==> config.mk <==
export PLATFORM = sky130hd
export DESIGN_NAME = serial_divider
export DESIGN_NICKNAME = d
export VERILOG_FILES = /design/src/rtl/serial_divider.sv
export SDC_FILE = /design/constraint.sdc
export NUM_CORES = 1
export LEC_CHECK = 0
export CORE_ASPECT_RATIO = 0.5
export CORE_MARGIN = 8
export CORE_UTILIZATION = 45
export DETAILED_ROUTE_END_ITERATION = 6
export GPL_TIMING_DRIVEN = 1
export PLACE_DENSITY = 0.76
export SLEW_MARGIN = 20
export SYNTH_ARGS = -nofsm -noshare
export SYNTH_HDL_FRONTEND = slang
export SYNTH_SLANG_ARGS = --single-unit
export TNS_END_PERCENT = 10
==> constraint.sdc <==
create_clock -name clk -period 4.35 [get_ports clk]
set_input_delay 0.435 -clock clk [delete_from_list [all_inputs] [get_ports clk]]
set_output_delay 0.435 -clock clk [all_outputs]
set_load 0.03 [all_outputs]
==> src/rtl/serial_divider.sv <==
// serial_divider
// ---------------
// Multi-cycle 32-bit integer divider (restoring, one quotient bit per clock)
// for the EX stage DIV/DIVU path. It is a drop-in replacement for the vendor
// divider IP: same port names and the same {quotient, remainder} result
// packing. Instantiate with SIGNED=1 for DIV and SIGNED=0 for DIVU.
//
// Timing: operands are accepted on a clock edge in IDLE when both tvalids
// are high. The result pulse is visible 33 cycles after that accept edge.
// A new operation may be accepted on the very next edge, giving one
// operation every 34 cycles.
//
// Ports:
//   clk                     clock
//   reset                   synchronous active-high reset
//   s_axis_divisor_tvalid   divisor beat valid
//   s_axis_divisor_tready   divisor beat accepted this cycle (high only in IDLE)
//   s_axis_divisor_tdata    32-bit divisor
//   s_axis_dividend_tvalid  dividend beat valid
//   s_axis_dividend_tready  dividend beat accepted (always equals divisor tready)
//   s_axis_dividend_tdata   32-bit dividend
//   m_axis_dout_tvalid      one-cycle result pulse (there is no back-pressure)
//   m_axis_dout_tdata       [63:32] quotient, [31:0] remainder
module serial_divider #(
  parameter bit SIGNED = 1'b1
) (
  input  logic        clk,
  input  logic        reset,
  input  logic        s_axis_divisor_tvalid,
  output logic        s_axis_divisor_tready,
  input  logic [31:0] s_axis_divisor_tdata,
  input  logic        s_axis_dividend_tvalid,
  output logic        s_axis_dividend_tready,
  input  logic [31:0] s_axis_dividend_tdata,
  output logic        m_axis_dout_tvalid,
  output logic [63:0] m_axis_dout_tdata
);

  typedef enum logic [1:0] {IDLE, CALC, DONE} state_t;

  state_t      state;
  logic [4:0]  counter;
  logic [31:0] rem;
  logic [31:0] quo;
  logic [31:0] dvd_shift;
  logic [31:0] dsr_mag;
  logic [31:0] raw_dividend;
  logic        sign_q;
  logic        sign_r;
  logic        div_zero;

  logic        dividend_neg;
  logic        divisor_neg;
  logic [31:0] dividend_mag;
  logic [31:0] divisor_mag;
  logic [32:0] rem_shift;
  logic [32:0] trial;
  logic        accept;

  // Ready is a pure function of the state, but it is also forced low while
  // reset is held. That way the EX stage never sees a handshake that the
  // reset is about to discard.
  assign s_axis_divisor_tready  = (state == IDLE) && !reset;
  assign s_axis_dividend_tready = s_axis_divisor_tready;

  assign accept = (state == IDLE) && s_axis_divisor_tvalid && s_axis_dividend_tvalid;

  // The operands are reduced to magnitudes before the unsigned core runs.
  // Negating 0x80000000 yields 0x80000000 again, which is exactly 2^31 when
  // it is read as unsigned, so the most negative value needs no special case.
  assign dividend_neg = SIGNED && s_axis_dividend_tdata[31];
  assign divisor_neg  = SIGNED && s_axis_divisor_tdata[31];
  assign dividend_mag = dividend_neg ? (32'd0 - s_axis_dividend_tdata) : s_axis_dividend_tdata;
  assign divisor_mag  = divisor_neg  ? (32'd0 - s_axis_divisor_tdata)  : s_axis_divisor_tdata;

  // This is one restoring step. The partial remainder takes in the next
  // dividend bit, and the divisor is trial-subtracted from it at 33 bits wide.
  // The borrow out (bit 32) tells whether the subtraction would go negative.
  assign rem_shift = {rem, dvd_shift[31]};
  assign trial     = rem_shift - {1'b0, dsr_mag};

  // This is the main control and datapath register block. Reset discards any
  // operation in flight. Apart from reset, the result valid is a single-cycle
  // pulse, and the result data holds its value until the next DONE edge.
  always_ff @(posedge clk) begin
    if (reset) begin
      state              <= IDLE;
      counter            <= 5'd0;
      rem                <= 32'd0;
      quo                <= 32'd0;
      dvd_shift          <= 32'd0;
      dsr_mag            <= 32'd0;
      raw_dividend       <= 32'd0;
      sign_q             <= 1'b0;
      sign_r             <= 1'b0;
      div_zero           <= 1'b0;
      m_axis_dout_tvalid <= 1'b0;
      m_axis_dout_tdata  <= 64'd0;
    end else begin
      m_axis_dout_tvalid <= 1'b0;
      case (state)
        IDLE: begin
          if (accept) begin
            dvd_shift    <= dividend_mag;
            dsr_mag      <= divisor_mag;
            raw_dividend <= s_axis_dividend_tdata;
            sign_q       <= dividend_neg ^ divisor_neg;
            sign_r       <= dividend_neg;
            div_zero     <= (s_axis_divisor_tdata == 32'd0);
            rem          <= 32'd0;
            quo          <= 32'd0;
            counter      <= 5'd0;
            state        <= CALC;
          end
        end
        CALC: begin
          // When the trial borrows, rem_shift[32] must have been 0, so
          // keeping only the low 32 bits of rem_shift loses nothing.
          rem       <= trial[32] ? rem_shift[31:0] : trial[31:0];
          quo       <= {quo[30:0], ~trial[32]};
          dvd_shift <= {dvd_shift[30:0], 1'b0};
          counter   <= counter + 5'd1;
          if (counter == 5'd31) begin
            state <= DONE;
          end
        end
        DONE: begin
          // A zero divisor returns all-ones and the untouched dividend, with
          // no sign correction, in both modes.
          if (div_zero) begin
            m_axis_dout_tdata <= {32'hFFFF_FFFF, raw_dividend};
          end else begin
            m_axis_dout_tdata <= {(sign_q ? (32'd0 - quo) : quo),
                                  (sign_r ? (32'd0 - rem) : rem)};
          end
          m_axis_dout_tvalid <= 1'b1;
          state              <= IDLE;
        end
        default: begin
          state <= IDLE;
        end
      endcase
    end
  end

endmodule

==> flow_summary.toml <==
[worst_setup_path]
critPathArrivalTime_ns = 3.89
crit_chain = "inv_1 > fa_1 > nand2b_1 > a21oi_1 > o21ai_0 > a21oi_1 > a21oi_1 > o211ai_1 > buf_4 > mux2i_1 > o21ai_0"
rrSetupSlack_ns = 0.84
path_common_cell = "a21oi_1"
cpMaxStageDelayCell = "fa_1"
worst_path_largest_cell_delay_ns = 0.48
endpoint_kind = "flip-flop"
worst_setup_path_start_kind = "flip-flop"
worstPathMaxFanout = 25
cp.required_ns = 4.73
crit_type = "reg2reg"

[route]
firstDrtPassIters = 5
vias = 12200
wl_per_cell_um = 18.2
viasPerCell = 5.82
drt_wl_total_um = 38200
drtIter0Drc = 1019
drcViolationCount = 0
ant_nets = 0

[global_route]
grt.met3_usage_pct = 4.78
gr-usage-met2_pct = 30.0
grt_pass1_wl_um = 61000
grt_overflow = 0
grtUsageTotal_pct = 21.1
top_usage_layer = "met1"
grt_pass1_vias = 11100
antenna_found_initial = 1
use_met1_pct = 32.6
grt_max_degree = 101

[synth]
seq_area_frac_synth_pct = 36.2
synth_top_family_by_area = "compound AO/OA/AOI/OAI gates"
synthArstFlopShare_pct = 0
synth-seq-cells = 234
yosys.area_share.simple_pct = 17.9
avgSynthCellArea_um2 = 7.91
yosysWarningCount = 0
synth.lib_cells_used.distinct = 59
syn-num-nets = 1743
synth.mux.area_fraction_pct = 2.40
synth-edff-count = 0
synth_ff_type = "dfxtp_1"
netlist_area_um2 = 12900
synth_compound_area_share_pct = 25.6
synthXorXnorAreaFrac_pct = 9.20
synthAdderAreaFrac_pct = 3.83
synthesis.instances = 1636

[cts]
cts_buffer_depth = 3
clkTransAtPathRegs_ns = 0.07
cts-buffers-inserted = 23
htreeDepth = 1
clock_latency_ns = 0.54
cts_num_sinks = 234
cts_tree = "done"
post-cts-setup-buffer-count = 0
ctsResizeCount = 0
cts.hold.buffers_added = 0
cts-root-buf = "clkbuf_16"

[final_layout]
fin_cells = 2103
diodes = 0
final_core_util_pct = 53.3
multi_input_area_um2 = 7660
register_area_um2 = 4690
nets = 1802
syn2layout_area_growth_pct = 17.9
layout_common_cells = "nand2_1 (253), dfxtp_1 (233), a21oi_1 (145), clkdlybuf4s50_1 (132), o21ai_0 (129)"
fillers = 2686
drive_gt1_share_pct = 4.61
final_common_cell = "nand2_1"

[floorplanning]
io_pins = 135
dieArea_um2 = 34800
dieHeight_um = 136
std_cell_rows = 44
dieWidth_um = 256
fp.coreArea_um2 = 28600
start_util_pct = 45.2

[timing]
finalHoldViolCount = 0
relSlewSlack_pct = 23.4
slew_viol_final = 0
finClkSkew_ns = 0.0209
post-route-period-util_pct = 80.7
fin_crit_ns = 3.51
setup_violations = 0
tightest_slew_ns = 1.15
fmax_ghz = 0.285
rsz0062_at_grt = "false"
timing.setup.tns_ns = 0

[place]
dp_hpwl_um = 28200
port_buffers = 134
dp.cells = 2061
finalWeightedCongestion = 0.915

[outcome]
outcome = "finished clean"

[hold_path]
hold_class = "in2reg"

[pwr]
powerDensity_nw_per_um2 = 424
p_total_uw = 6470
leakagePower_uw = 0.00575
ir_worst_vdd_uv = 308

[flow_run]
drv_cap = 0
-- through the flow --
step	setup slack [ns]	hold WS, ns	area [µm²]
5_1_grt	0.553	0.421	15300
2_1_floorplan	1.29	0.431	12900
3_3_place_gp	0.760	0.442	14500
4_1_cts	0.885	0.392	15300
3_5_place_dp	0.668	0.449	14500
6_report	0.838	0.401	15300
-- routing by layer --
layer	up-vias	part of all wire (%)
met3	36	9.6
met1	5721	50
li1	5976	-
met5	-	0.039
met2	505	39
met4	2	1.0
-- worst paths after layout --
| check | startpoint | to | depth (start not counted) |
|---|---|---|---|
| setup / recovery | rem[0] | rem[12] | 11 |
| hold / removal | reset | m_axis_dout_tdata[38] | 2 |
| setup reg to reg | rem[0] | rem[12] | 11 |
| hold reg to reg | m_axis_dout_tdata[11] | m_axis_dout_tdata[11] | 2 |
-- registers in the layout, summed over array words and instances (netlist names), 2 cells and up --
| register | cells |
|---|---|
| state | 2 |
| rem | 32 |
| dsr_mag | 32 |
| m_axis_dout_tdata | 64 |
| counter | 5 |
| raw_dividend | 32 |
| dvd_shift | 32 |
| quo | 32 |
-- power breakdown --
part,internal [µW],total [µW],switching [µW],leakage [µW]
clock,1220,2110,898,0.000385
sequential,2230,2360,128,0.00190
combinational,798,1990,1200,0.00346
-- layout make-up --
| cell class | instances | area share [%] |
|---|---|---|
| Clock buffer | 29 | 4.11 |
| Clock inverter | 13 | 1.09 |
| Inverter | 50 | 1.23 |
| Multi-Input combinational cell | 1237 | 50.2 |
| Sequential cell | 234 | 30.7 |
| Tap cell | 391 | 3.20 |
| Timing Repair Buffer | 149 | 9.48 |
-- worst max-delay path: cells and delay by family, from the launching register on --
family / cells / cell delay [ns]
buffers and inverters: 2 / 0.56
adders and majority gates: 1 / 0.48
muxes: 1 / 0.28
DFF: 1 / 0.43
AOI/OAI and AO/OA: 6 / 1.39
and+or+nand+nor: 1 / 0.20
-- kinds of logic (layout without fill, tap and decap cells) --
family                     Yosys count  count (layout)
muxes                               31              31
and+or+nand+nor                    514             514
buffers and inverters              165             241
xor gates and xnor gates           136             136
adders and majority gates           39              39
DFF                                234             234
AOI/OAI and AO/OA                  517             517
-- synthesized netlist by cell type, drive strengths merged, types with 25 or more instances --
master,count,area (µm²)
o21ai,129,646
dfxtp,234,4680
a21oi,145,726
nor2,111,417
xor2,79,692
mux2i,31,310
ha,38,475
a22o,34,298
nand3,25,125
o31ai,36,280
xnor2,57,499
inv,50,188
a22oi,26,195
a211oi,38,285
clkbuf,104,390
nand2,253,950
Note: power is estimated with default switching activity, not from simulation.
